$ cat src/rtl/bist_round_controller_if.sv
// Control/status bundle between the test-control register block and the BIST round sequencer.
interface bist_round_controller_if #(
    parameter int unsigned RND_W = 2
);
    logic             start;
    logic             abort;
    logic             init;
    logic             running;
    logic             toggle;
    logic             finish;
    logic             bist_end;
    logic             aborted;
    logic [RND_W-1:0] round;

    modport master (
        output start, abort,
        input  init, running, toggle, finish, bist_end, aborted, round
    );

    modport slave (
        input  start, abort,
        output init, running, toggle, finish, bist_end, aborted, round
    );
endinterface

$ cat src/rtl/bist_round_controller.sv
// BIST sequencer: NROUNDS rounds of NCLOCK running cycles, a toggle pulse after each round,
// with abort, sticky status flags and an optional free-running mode.
module bist_round_controller #(
    parameter int unsigned NCLOCK     = 650,
    parameter int unsigned NROUNDS    = 4,
    parameter bit          CONTINUOUS = 1'b0
) (
    input logic                    clk,
    input logic                    reset,
    bist_round_controller_if.slave bus
);
    localparam int unsigned CNT_W = $clog2(NCLOCK);
    localparam int unsigned RND_W = (NROUNDS > 1) ? $clog2(NROUNDS) : 1;
    localparam logic [CNT_W-1:0] CntLast = CNT_W'(NCLOCK - 1);
    localparam logic [RND_W-1:0] RndLast = RND_W'(NROUNDS - 1);

    typedef enum logic [2:0] {StIdle, StInit, StRun, StToggle, StFinish} state_e;

    state_e           state_q, state_d;
    logic [CNT_W-1:0] cnt_q, cnt_d;
    logic [RND_W-1:0] round_q, round_d;
    logic             bist_end_q, bist_end_d;
    logic             aborted_q, aborted_d;
    logic             start_q;
    logic             start_edge;

    assign start_edge = bus.start & ~start_q;

    always_comb begin
        state_d    = state_q;
        cnt_d      = cnt_q;
        round_d    = round_q;
        bist_end_d = bist_end_q;
        aborted_d  = aborted_q;
        unique case (state_q)
            StIdle: begin
                if (start_edge && !bus.abort) begin
                    state_d    = StInit;
                    cnt_d      = '0;
                    round_d    = '0;
                    bist_end_d = 1'b0;
                    aborted_d  = 1'b0;
                end
            end
            StInit: begin
                if (bus.abort) begin
                    state_d   = StIdle;
                    aborted_d = 1'b1;
                end else begin
                    state_d = StRun;
                end
            end
            StRun: begin
                if (bus.abort) begin
                    state_d   = StIdle;
                    cnt_d     = '0;
                    aborted_d = 1'b1;
                end else if (cnt_q == CntLast) begin
                    state_d = StToggle;
                    cnt_d   = '0;
                end else begin
                    cnt_d = cnt_q + CNT_W'(1);
                end
            end
            StToggle: begin
                if (bus.abort) begin
                    state_d   = StIdle;
                    aborted_d = 1'b1;
                end else if (round_q == RndLast) begin
                    state_d = StFinish;
                end else begin
                    state_d = StRun;
                    round_d = round_q + RND_W'(1);
                end
            end
            StFinish: begin
                // Free-running mode only flashes bist_end during FINISH, never latches it.
                if (CONTINUOUS) begin
                    state_d = StInit;
                    cnt_d   = '0;
                    round_d = '0;
                end else begin
                    state_d    = StIdle;
                    bist_end_d = 1'b1;
                end
            end
            default: state_d = StIdle;
        endcase
    end

    always_ff @(posedge clk) begin
        if (reset) begin
            state_q    <= StIdle;
            cnt_q      <= '0;
            round_q    <= '0;
            bist_end_q <= 1'b0;
            aborted_q  <= 1'b0;
        end else begin
            state_q    <= state_d;
            cnt_q      <= cnt_d;
            round_q    <= round_d;
            bist_end_q <= bist_end_d;
            aborted_q  <= aborted_d;
        end
    end

    // Tracks start even in reset, so a start held across reset release is not seen as an edge.
    always_ff @(posedge clk) begin
        start_q <= bus.start;
    end

    assign bus.init     = (state_q == StInit);
    assign bus.running  = (state_q == StRun);
    assign bus.toggle   = (state_q == StToggle);
    assign bus.finish   = (state_q == StFinish);
    assign bus.bist_end = bist_end_q | (state_q == StFinish);
    assign bus.aborted  = aborted_q;
    assign bus.round    = round_q;
endmodule

$ cat src/flat_wrapper.sv
// flat-port wrapper written by rule: the top's interface ports become plain ports
module bist_round_controller_flat 
#(
    parameter int unsigned NCLOCK     = 650,
    parameter int unsigned NROUNDS    = 4,
    parameter bit          CONTINUOUS = 1'b0
)
  (clk, reset, bus_start, bus_abort, bus_init, bus_running, bus_toggle, bus_finish, bus_bist_end, bus_aborted, bus_round);
  bist_round_controller_if #(.RND_W(2)) bus_i ();
  input logic clk;
  input logic reset;
  input wire logic [$bits(bus_i.start)-1:0] bus_start;
  input wire logic [$bits(bus_i.abort)-1:0] bus_abort;
  output wire logic [$bits(bus_i.init)-1:0] bus_init;
  output wire logic [$bits(bus_i.running)-1:0] bus_running;
  output wire logic [$bits(bus_i.toggle)-1:0] bus_toggle;
  output wire logic [$bits(bus_i.finish)-1:0] bus_finish;
  output wire logic [$bits(bus_i.bist_end)-1:0] bus_bist_end;
  output wire logic [$bits(bus_i.aborted)-1:0] bus_aborted;
  output wire logic [$bits(bus_i.round)-1:0] bus_round;
  assign bus_i.start = bus_start;
  assign bus_i.abort = bus_abort;
  assign bus_init = bus_i.init;
  assign bus_running = bus_i.running;
  assign bus_toggle = bus_i.toggle;
  assign bus_finish = bus_i.finish;
  assign bus_bist_end = bus_i.bist_end;
  assign bus_aborted = bus_i.aborted;
  assign bus_round = bus_i.round;
  bist_round_controller #(.NCLOCK(NCLOCK), .NROUNDS(NROUNDS), .CONTINUOUS(CONTINUOUS)) u_core (.clk(clk), .reset(reset), .bus(bus_i));
endmodule
$ cat config.mk
export PLATFORM = sky130hd
export DESIGN_NAME = bist_round_controller_flat
export DESIGN_NICKNAME = d
export VERILOG_FILES = /design/src/rtl/bist_round_controller_if.sv /design/src/rtl/bist_round_controller.sv /design/src/flat_wrapper.sv
export SDC_FILE = /design/constraint.sdc
export NUM_CORES = 1
export LEC_CHECK = 0
export CAP_MARGIN = 20
export CORE_MARGIN = 3
export CORE_UTILIZATION = 35
export CTS_CLUSTER_SIZE = 14
export DETAILED_ROUTE_END_ITERATION = 6
export GPL_TIMING_DRIVEN = 0
export PLACE_DENSITY = 0.65
export SETUP_SLACK_MARGIN = 0.1
export SLEW_MARGIN = 20
export SYNTH_ARGS = -nofsm -noshare
export SYNTH_HDL_FRONTEND = slang
export SYNTH_SLANG_ARGS = --single-unit
$ cat constraint.sdc
create_clock -name clk -period 1.7 [get_ports clk]
set_input_delay 0.255 -clock clk [delete_from_list [all_inputs] [get_ports clk]]
set_output_delay 0.255 -clock clk [all_outputs]
set_load 0.02 [all_outputs]
Word-level counts from Yosys, hierarchy flattened. Index checks and enable logic that the tools add are counted.

Muxes and demuxes: 19. Equality and inequality tests: 11. Reductions and logical operators: 13. Add/sub/neg operators: 2. Bitwise operators: 3.

Operators with widths (count): 10-bit two-way mux (3); 10-bit case mux with 2 select lines (1); 3-bit two-way mux (5); 3-bit case mux with 4 select lines (1); 10-bit by 1-bit adder with 10-bit output (second input constant) (1); 10-bit == test (second input constant) (1); 2-bit two-way mux (4); 2-bit nonzero test (4); 3-bit by 2-bit == test with 1-bit output (second input constant) (2); 2-bit AND reduction (3); 2-bit by 1-bit inequality test with 1-bit output (second input constant) (2); 2-bit inequality test (second input constant) (2); 1-bit case mux with 2 select lines (2); 2-bit case mux with 2 select lines (1); 4-bit AND reduction (1); 3-bit by 1-bit == test with 1-bit output (second input constant) (1); 3-bit == test (second input constant) (1); 3-bit logical NOT (1); 3-bit by 2-bit inequality test with 1-bit output (second input constant) (1); 3-bit AND reduction (1); 3-bit OR reduction (1); 2-bit by 1-bit adder with 2-bit output (second input constant) (1); 2-bit == test (second input constant) (1); 1-bit two-way mux (2); other kinds (5) (5).

Register bits: 18. Input port bits: 4. Output and inout port bits: 8. Word-level logic and storage cells: 54.

Depth between registers and ports, before layout. Gate-level depths: netlist (run 1).

Depth in word-level cells: 5. Depth in mapped cells: 6.

Worst setup path after synthesis (run 1). Ideal clock, no wire load.

Path type: register to register. From: register u_core.cnt_q[1]. To: register u_core.cnt_q[9]. Setup slack: 0.039 ns. Path buffers: 0. Arrival time: 1.587 ns. Setup time: 0.074 ns. Period minus slack after synthesis: 1.661 ns. Stages on the path, launching flop included: 7. Cells stage by stage: dfxtp_1 > inv_1 > ha_1 > and4b_1 > a311oi_4 > or3b_1 > a31oi_1.

Word-level cells in the longest chain between the ends: 4.

RTL lines: from (decl) (RTL line bist_round_controller.sv:20) `logic [CNT_W-1:0] cnt_q, cnt_d;`; from (signal assigned) (RTL line bist_round_controller.sv:100) `cnt_q <= cnt_d;`; 10-bit by 1-bit adder with 10-bit output or 10-bit == test (tied branches) (RTL line bist_round_controller.sv:62, bist_round_controller.sv:58); 10-bit two-way mux (*) (RTL line bist_round_controller.sv:58) `end else if (cnt_q == CntLast) begin`; 10-bit two-way mux (*) (RTL line bist_round_controller.sv:54) `if (bus.abort) begin`; 10-bit case mux with 2 select lines (*) (RTL line bist_round_controller.sv:35) `unique case (state_q)`.

Mark *: on every way between the ends. The rest lies on a longest branch, timed or not. A chain may end at the register's enable or synchronous reset.

Final worst setup path (run 1).
From: register u_core.round_q[0], in the netlist u_core.bus.round[0]. To: register u_core.round_q[0], in the netlist u_core.bus.round[0].

Word-level cells in the longest chain between the ends: 4.

RTL lines: from (decl) (RTL line bist_round_controller.sv:21) `logic [RND_W-1:0] round_q, round_d;`; from (signal assigned) (RTL line bist_round_controller.sv:101) `round_q <= round_d;`; 2-bit by 1-bit adder with 2-bit output (RTL line bist_round_controller.sv:73) `round_d = round_q + RND_W'(1);`; 2-bit two-way mux (RTL line bist_round_controller.sv:69) `end else if (round_q == RndLast) begin`; 2-bit two-way mux (RTL line bist_round_controller.sv:66) `if (bus.abort) begin`; 2-bit case mux with 2 select lines (RTL line bist_round_controller.sv:35).

Parallel ways exist; a longest one is shown, timed or not. The select of a mux whose other input is x is not followed.

==> results of run 1 <==
[synth_stat cells, types with 3 or more instances]
cell       n  area [um2]
or3_1      4       25.02
nor2_1    11       41.29
ha_1       3       37.54
nand2_1    5       18.77
o21ai_0    6       30.03
xor2_1     4       35.03
clkbuf_1   3       11.26
inv_1      4       15.01
dfxtp_1   18       360.4
a21oi_1    8       40.04
o211ai_1   3       22.52
[worst max-delay path, stage by stage (launching register included)]
cell and delay, ps:
dfxtp_4 370, ha_4 160, nor4bb_1 300, a21oi_1 110, or4b_1 510, a21oi_1 140
[power breakdown]
part	switching [mW]	internal [mW]	leakage (nW)	total, mW
Sequential	0.00357	0.421	0.149	0.424
Clock	0.138	0.131	0.0210	0.269
Combinational	0.0352	0.0344	0.341	0.0695
Total	0.177	0.586	0.512	0.763
[layer usage]
metal  part of all wire [%]  wire, um  vias up
li1                       -         -      436
met1                     44      1036      407
met2                     52      1229        8
met3                    2.8        67        4
met4                    1.2        29        0
met5                      0         0        -
[area by class of cell]
class | count | area (um2)
Fill cell | 216 | 1061
Multi-Input combinational cell | 76 | 585.6
Sequential cell | 18 | 375.4
Timing Repair Buffer | 24 | 207.7
Clock buffer | 4 | 36.28
Tap cell | 28 | 35.03
Buffer | 3 | 23.77
Inverter | 4 | 15.01
[stage by stage]
step                utilization [%]  std cells  instance area (um2)  setup slack (ps)  hold slack [ps]
finish                        54.65        157                 1279             24.69            432.9
global route                  54.65        157                 1279            -38.95            428.4
CTS                           50.80        153                 1189            -33.43            434.9
detailed placement            45.29        140                 1060            -690.4            485.1
global placement              45.29        140                 1060            -697.6            463.9
floorplan                         -        101                914.6             79.06            282.7
[worst min-delay path by stage]
stage	from	end	slack [ps]	cells after the start
after CTS	bus_start	u_core.start_q$_DFF_P_	430	1
after global routing	bus_start	u_core.start_q$_DFF_P_	430	1
after floorplan	bus_start	u_core.start_q$_DFF_P_	280	0
after global placement	u_core.bist_end_q$_SDFFE_PP0P_	u_core.bist_end_q$_SDFFE_PP0P_	460	2
final	bus_start	u_core.start_q$_DFF_P_	430	1
after detailed placement	u_core.bist_end_q$_SDFFE_PP0P_	u_core.bist_end_q$_SDFFE_PP0P_	490	2
[cells by family (layout without fill, tap and decap cells)]
family / count (synthesis) / in the layout / synth area share, %
AO/OA/AOI/OAI: 25 / 25 / 18.22
XOR/XNOR: 4 / 4 / 3.835
adder cells (fa/ha/maj): 3 / 3 / 4.110
buffers and inverters: 7 / 35 / 2.876
flip-flops: 18 / 18 / 39.45
multiplexers: 2 / 2 / 2.329
AND/OR/NAND/NOR: 42 / 42 / 29.18
[sequential cells by signal, indices dropped and copies added (netlist names)]
signal              cells
u_core.cnt_q           10
u_core.state_q          3
u_core.bus.round        2
u_core.bist_end_q       1
u_core.bus.aborted      1
u_core.start_q          1
[timing repair]
item                                    CTS  global route
gates cloned                              0             0
setup buffers                             9             4
endpoints found under the setup margin   18            17
gates resized for setup                  33            25
pin swaps                                 5             5
==> results.ini, run 1 <==
[critical_path]
cp-start-kind=flip-flop
end_kind=flip-flop
r2r_cells=5
endpoint=u_core.bus.round[0]$_SDFFE_PP0P_
timing.rr.start=u_core.bus.round[0]$_SDFFE_PP0P_
timing.critical_path.required_ps=1930
crit_arrival_ps=1900
critical_path_class=reg -> reg
crit_path_start=u_core.bus.round[0]$_SDFFE_PP0P_
r2r_slack_ps=20
worstReg2RegEnd=u_core.bus.round[0]$_SDFFE_PP0P_
cp_max_fo=4

[final_layout]
syn_to_final_growth_pct=40.00
drive_gt1_share_pct=37.21
antennaDiodeCount=0
final_cell_mix=dfxtp_1 (12), buf_4 (10), nor2_1 (7), a21oi_1 (6), o21ai_0 (6)
final_common_cell=dfxtp_1
final_nets=137

[timing]
finalSetupViolations=0
drv_slew=0
rsz0062_at_grt=yes
tns_ps=0
max_freq_mhz=596.9
worst_pin_slew_ps=487.7
skew_ps=1.943
hold_viol=0
max-slew-margin-rel_pct=67.49
period_needed_ps=1675
fin_crit_sh_pct=98.55

[floorplanning]
fp-row-count=17
dieWidth_um=57.09
dieArea_um2=3259
ioPinCount=12
core-area_um2=2340
die_h_um=57.09
start_util_pct=39.04

[power_and_ir_drop]
power_uw=763.0
leakage_nw=0.5116
vdd_drop_max_v=0.0005700
p_per_area_nw_per_um2=596.7

[grt]
use_met1_pct=16.99
use_met3_pct=4.299
grt_overflow=0
grt_pass1_vias=804
grt_first_pass_wirelength_um=3581
grt_max_degree=11
grt.busiest_layer=met2
antenna_found_initial=0
grtUsageMet2_pct=23.49
grt.total_usage_pct=13.91

[yosys]
synthDistinctLibCells=38
synth_edf_count=0
yosysWarnings=0
syn-num-nets=108
postSynthCellCount=101
syn_area_um2=913.4
yosysSeqAreaShare_pct=39.45
syn_avg_cell_area_um2=9.043
ys_async_sr_fraction_pct=0
synth_ff_type=dfxtp_1
synth-seq-cells=18

[drt]
routed_wl_um=2363
first_iter_violations=11
vias=855
wl_per_cell_um=15.05
first_pass_iters=4
ant_nets=0
drc=0
vias_per_cell=5.446

[clock_tree]
postCtsHoldBufs=0
cts_buffers=3
clkTransAtPathRegs_ps=110
cts_max_level=1
cts.sinks=18
insertion_delay_ps=300
root_buffer=clkbuf_4
cts_tree=done
cts_max_path_buffers=2

[job]
cap_viol_max_count=0

[placement]
hpwl_um=1393
gp_congestion=0.7760
portBuffers=11

[hold_path]
hp-class=in -> reg

[outcome]
status=complete, no violations

(Power assumes the default switching activity.)
==> run 2: changes to the inputs <==
--- a/config.mk
+++ b/config.mk
@@ -6,12 +6,14 @@
 export NUM_CORES = 1
 export LEC_CHECK = 0
 export CAP_MARGIN = 20
+export CELL_PAD_IN_SITES_DETAIL_PLACEMENT = 1
+export CELL_PAD_IN_SITES_GLOBAL_PLACEMENT = 1
 export CORE_MARGIN = 3
 export CORE_UTILIZATION = 35
 export CTS_CLUSTER_SIZE = 14
 export DETAILED_ROUTE_END_ITERATION = 6
 export GPL_TIMING_DRIVEN = 0
-export PLACE_DENSITY = 0.65
+export PLACE_DENSITY = 0.76
 export SETUP_SLACK_MARGIN = 0.1
 export SLEW_MARGIN = 20
 export SYNTH_ARGS = -nofsm -noshare
==> constraint.sdc (replaced) <==
create_clock -name clk -period 1.95 [get_ports clk]
set_input_delay 0.2925 -clock clk [delete_from_list [all_inputs] [get_ports clk]]
set_output_delay 0.2925 -clock clk [all_outputs]
set_load 0.02 [all_outputs]
==> results.ini, run 2 (same netlist as run 1, synthesis figures left out) <==
[placement]
placed_cell_area_um2=1059
hpwl_um=1579
portBuffers=11
gp_congestion=0.7728

[drt]
ant_nets=0
vias=850
first_pass_iters=4
wl_per_cell_um=16.44
vias_per_cell=5.592
drc=0
first_iter_violations=9
routed_wl_um=2499

[final_layout]
largest_reg_flops=10
fin_util_pct=50.48
drive_gt1_share_pct=22.58
antennaDiodeCount=0
final_common_cell=dfxtp_1
final_cell_mix=dfxtp_1 (15), nor2_1 (10), a21oi_1 (8), buf_4 (8), o21ai_0 (6)
finalInstanceArea_um2=1181
largest_register=u_core.cnt_q
syn_to_final_growth_pct=29.31
final_nets=132

[grt]
grt_max_degree=11
antenna_found_initial=0
grt_first_pass_wirelength_um=3974
grt_overflow=0
grt_pass1_vias=847
grt.total_usage_pct=15.20

[clock_tree]
cts_buffers=3
cts_max_path_buffers=2
cts_tree=done
cts_max_level=1
cts.sinks=18
root_buffer=clkbuf_4
insertion_delay_ps=300
clkTransAtPathRegs_ps=110

[critical_path]
r2r_slack_ps=200
cp_max_fo=10
timing.critical_path.required_ps=1660
timing.rr.start=u_core.cnt_q[1]$_SDFFE_PP0P_
crit_arrival_ps=1480
cp-start-kind=flip-flop
critical_path_class=reg -> out
worstReg2RegEnd=u_core.cnt_q[9]$_SDFFE_PP0P_
cpMaxStageDelayCell=dfxtp_1
crit_path_cell_trace=clkbuf_2, and2_1, or2_2, buf_2
cpPeakStageDelay_ps=360
r2r_cells=6
end_kind=output port

[job]
cap_viol_max_count=0

[power_and_ir_drop]
p_per_area_nw_per_um2=561.0
switching_share_pct=23.46
leakage_nw=0.4723
vdd_drop_max_v=0.0003934
power_frac_seq_pct=56.5
p_int_uw=507.1
pwr-share-comb_pct=7.5
clkPwrFrac_pct=36.0
p_switching_uw=155.5

[hold_path]
worstHoldPathCells=1
min_from=bus_start
min_to=u_core.start_q$_DFF_P_
hp-class=in -> reg

[floorplanning]
dieWidth_um=57.09
start_util_pct=39.04
ioPinCount=12
die_h_um=57.09
fp-row-count=17
core-area_um2=2340
dieArea_um2=3259

[timing]
finalSetupViolations=0
period_needed_ps=1769
tns_ps=0
drv_slew=0
fin_crit_sh_pct=90.69
max_freq_mhz=565.4
skew_ps=4.322
hold_viol=0
worst_pin_slew_ps=446.5
rsz0062_at_grt=no
max-slew-margin-rel_pct=70.23

[outcome]
status=complete, no violations

run 2: routing by layer:
layer / track usage, % / vias up / share of wire (%)
met2: 23.65 / 11 / 47
met3: 3.167 / 5 / 2.7
met5: 0 / - / 0
li1: - / 420 / -
met4: 5.960 / 0 / 1.9
met1: 20.49 / 414 / 48
run 2: layout make-up:
class / count / area (um2)
Fill cell: 267 / 1159
Multi-Input combinational cell: 76 / 543.0
Sequential cell: 18 / 364.1
Timing Repair Buffer: 19 / 163.9
Clock buffer: 4 / 36.28
Tap cell: 28 / 35.03
Buffer: 3 / 23.77
Inverter: 4 / 15.01
run 2: what timing repair did:
action                                  CTS  global route
pin swaps                                 2             2
buffers inserted                          1             7
resized for setup                        18             4
hold buffers                              0             0
endpoints found under the setup margin   15             9
run 2: per-stage QoR:
stage | worst slack, ps | instances | hold slack (ps) | power, mW
2_1_floorplan | 288.5 | 101 | 320.2 | 0.4029
3_3_place_gp | -514.2 | 140 | 461.1 | 0.4210
3_5_place_dp | -559.4 | 140 | 484.3 | 0.4219
4_1_cts | 93.18 | 145 | 466.6 | 0.6602
5_1_grt | 61.77 | 152 | 452.3 | 0.6961
6_report | 181.5 | 152 | 462.5 | 0.6626
run 2: power by group through the flow:
stage | Sequential (mW) | Combinational, mW | Clock (mW)
after global placement | 0.381 | 0.0395 | 0
final | 0.374 | 0.0498 | 0.239
after floorplan | 0.382 | 0.0210 | 0
after CTS | 0.374 | 0.0447 | 0.241
after detailed placement | 0.382 | 0.0401 | 0
after global routing | 0.375 | 0.0536 | 0.267
run 2: worst max path at each step:
stage                                               from                               end  slack (ps)  cells past startpoint
after floorplan             u_core.cnt_q[1]$_SDFFE_PP0P_      u_core.cnt_q[9]$_SDFFE_PP0P_         290                      6
after global placement                         bus_abort      u_core.cnt_q[8]$_SDFFE_PP0P_        -510                      5
after detailed placement                       bus_abort      u_core.cnt_q[3]$_SDFFE_PP0P_        -560                      5
after CTS                                      bus_abort  u_core.bus.round[0]$_SDFFE_PP0P_          90                      5
after global routing        u_core.cnt_q[1]$_SDFFE_PP0P_      u_core.cnt_q[9]$_SDFFE_PP0P_          60                      6
final                     u_core.state_q[2]$_SDFFE_PP0P_                      bus_bist_end         180                      4
run 2: critical path, delay by kind of cell (launching register included):
family / cells / cell delay [ps]
DFF: 1 / 360
and+or+nand+nor: 2 / 460
buffers and inverters: 2 / 350
==> run 3: changes to the inputs <==
--- a/config.mk
+++ b/config.mk
@@ -5,6 +5,7 @@
 export SDC_FILE = /design/constraint.sdc
 export NUM_CORES = 1
 export LEC_CHECK = 0
+export ABC_CLOCK_PERIOD_IN_PS = 1950
 export CAP_MARGIN = 20
 export CELL_PAD_IN_SITES_DETAIL_PLACEMENT = 1
 export CELL_PAD_IN_SITES_GLOBAL_PLACEMENT = 1
==> results of run 3 <==
No change in the layout: final DEF, timing and power equal those of run 2.
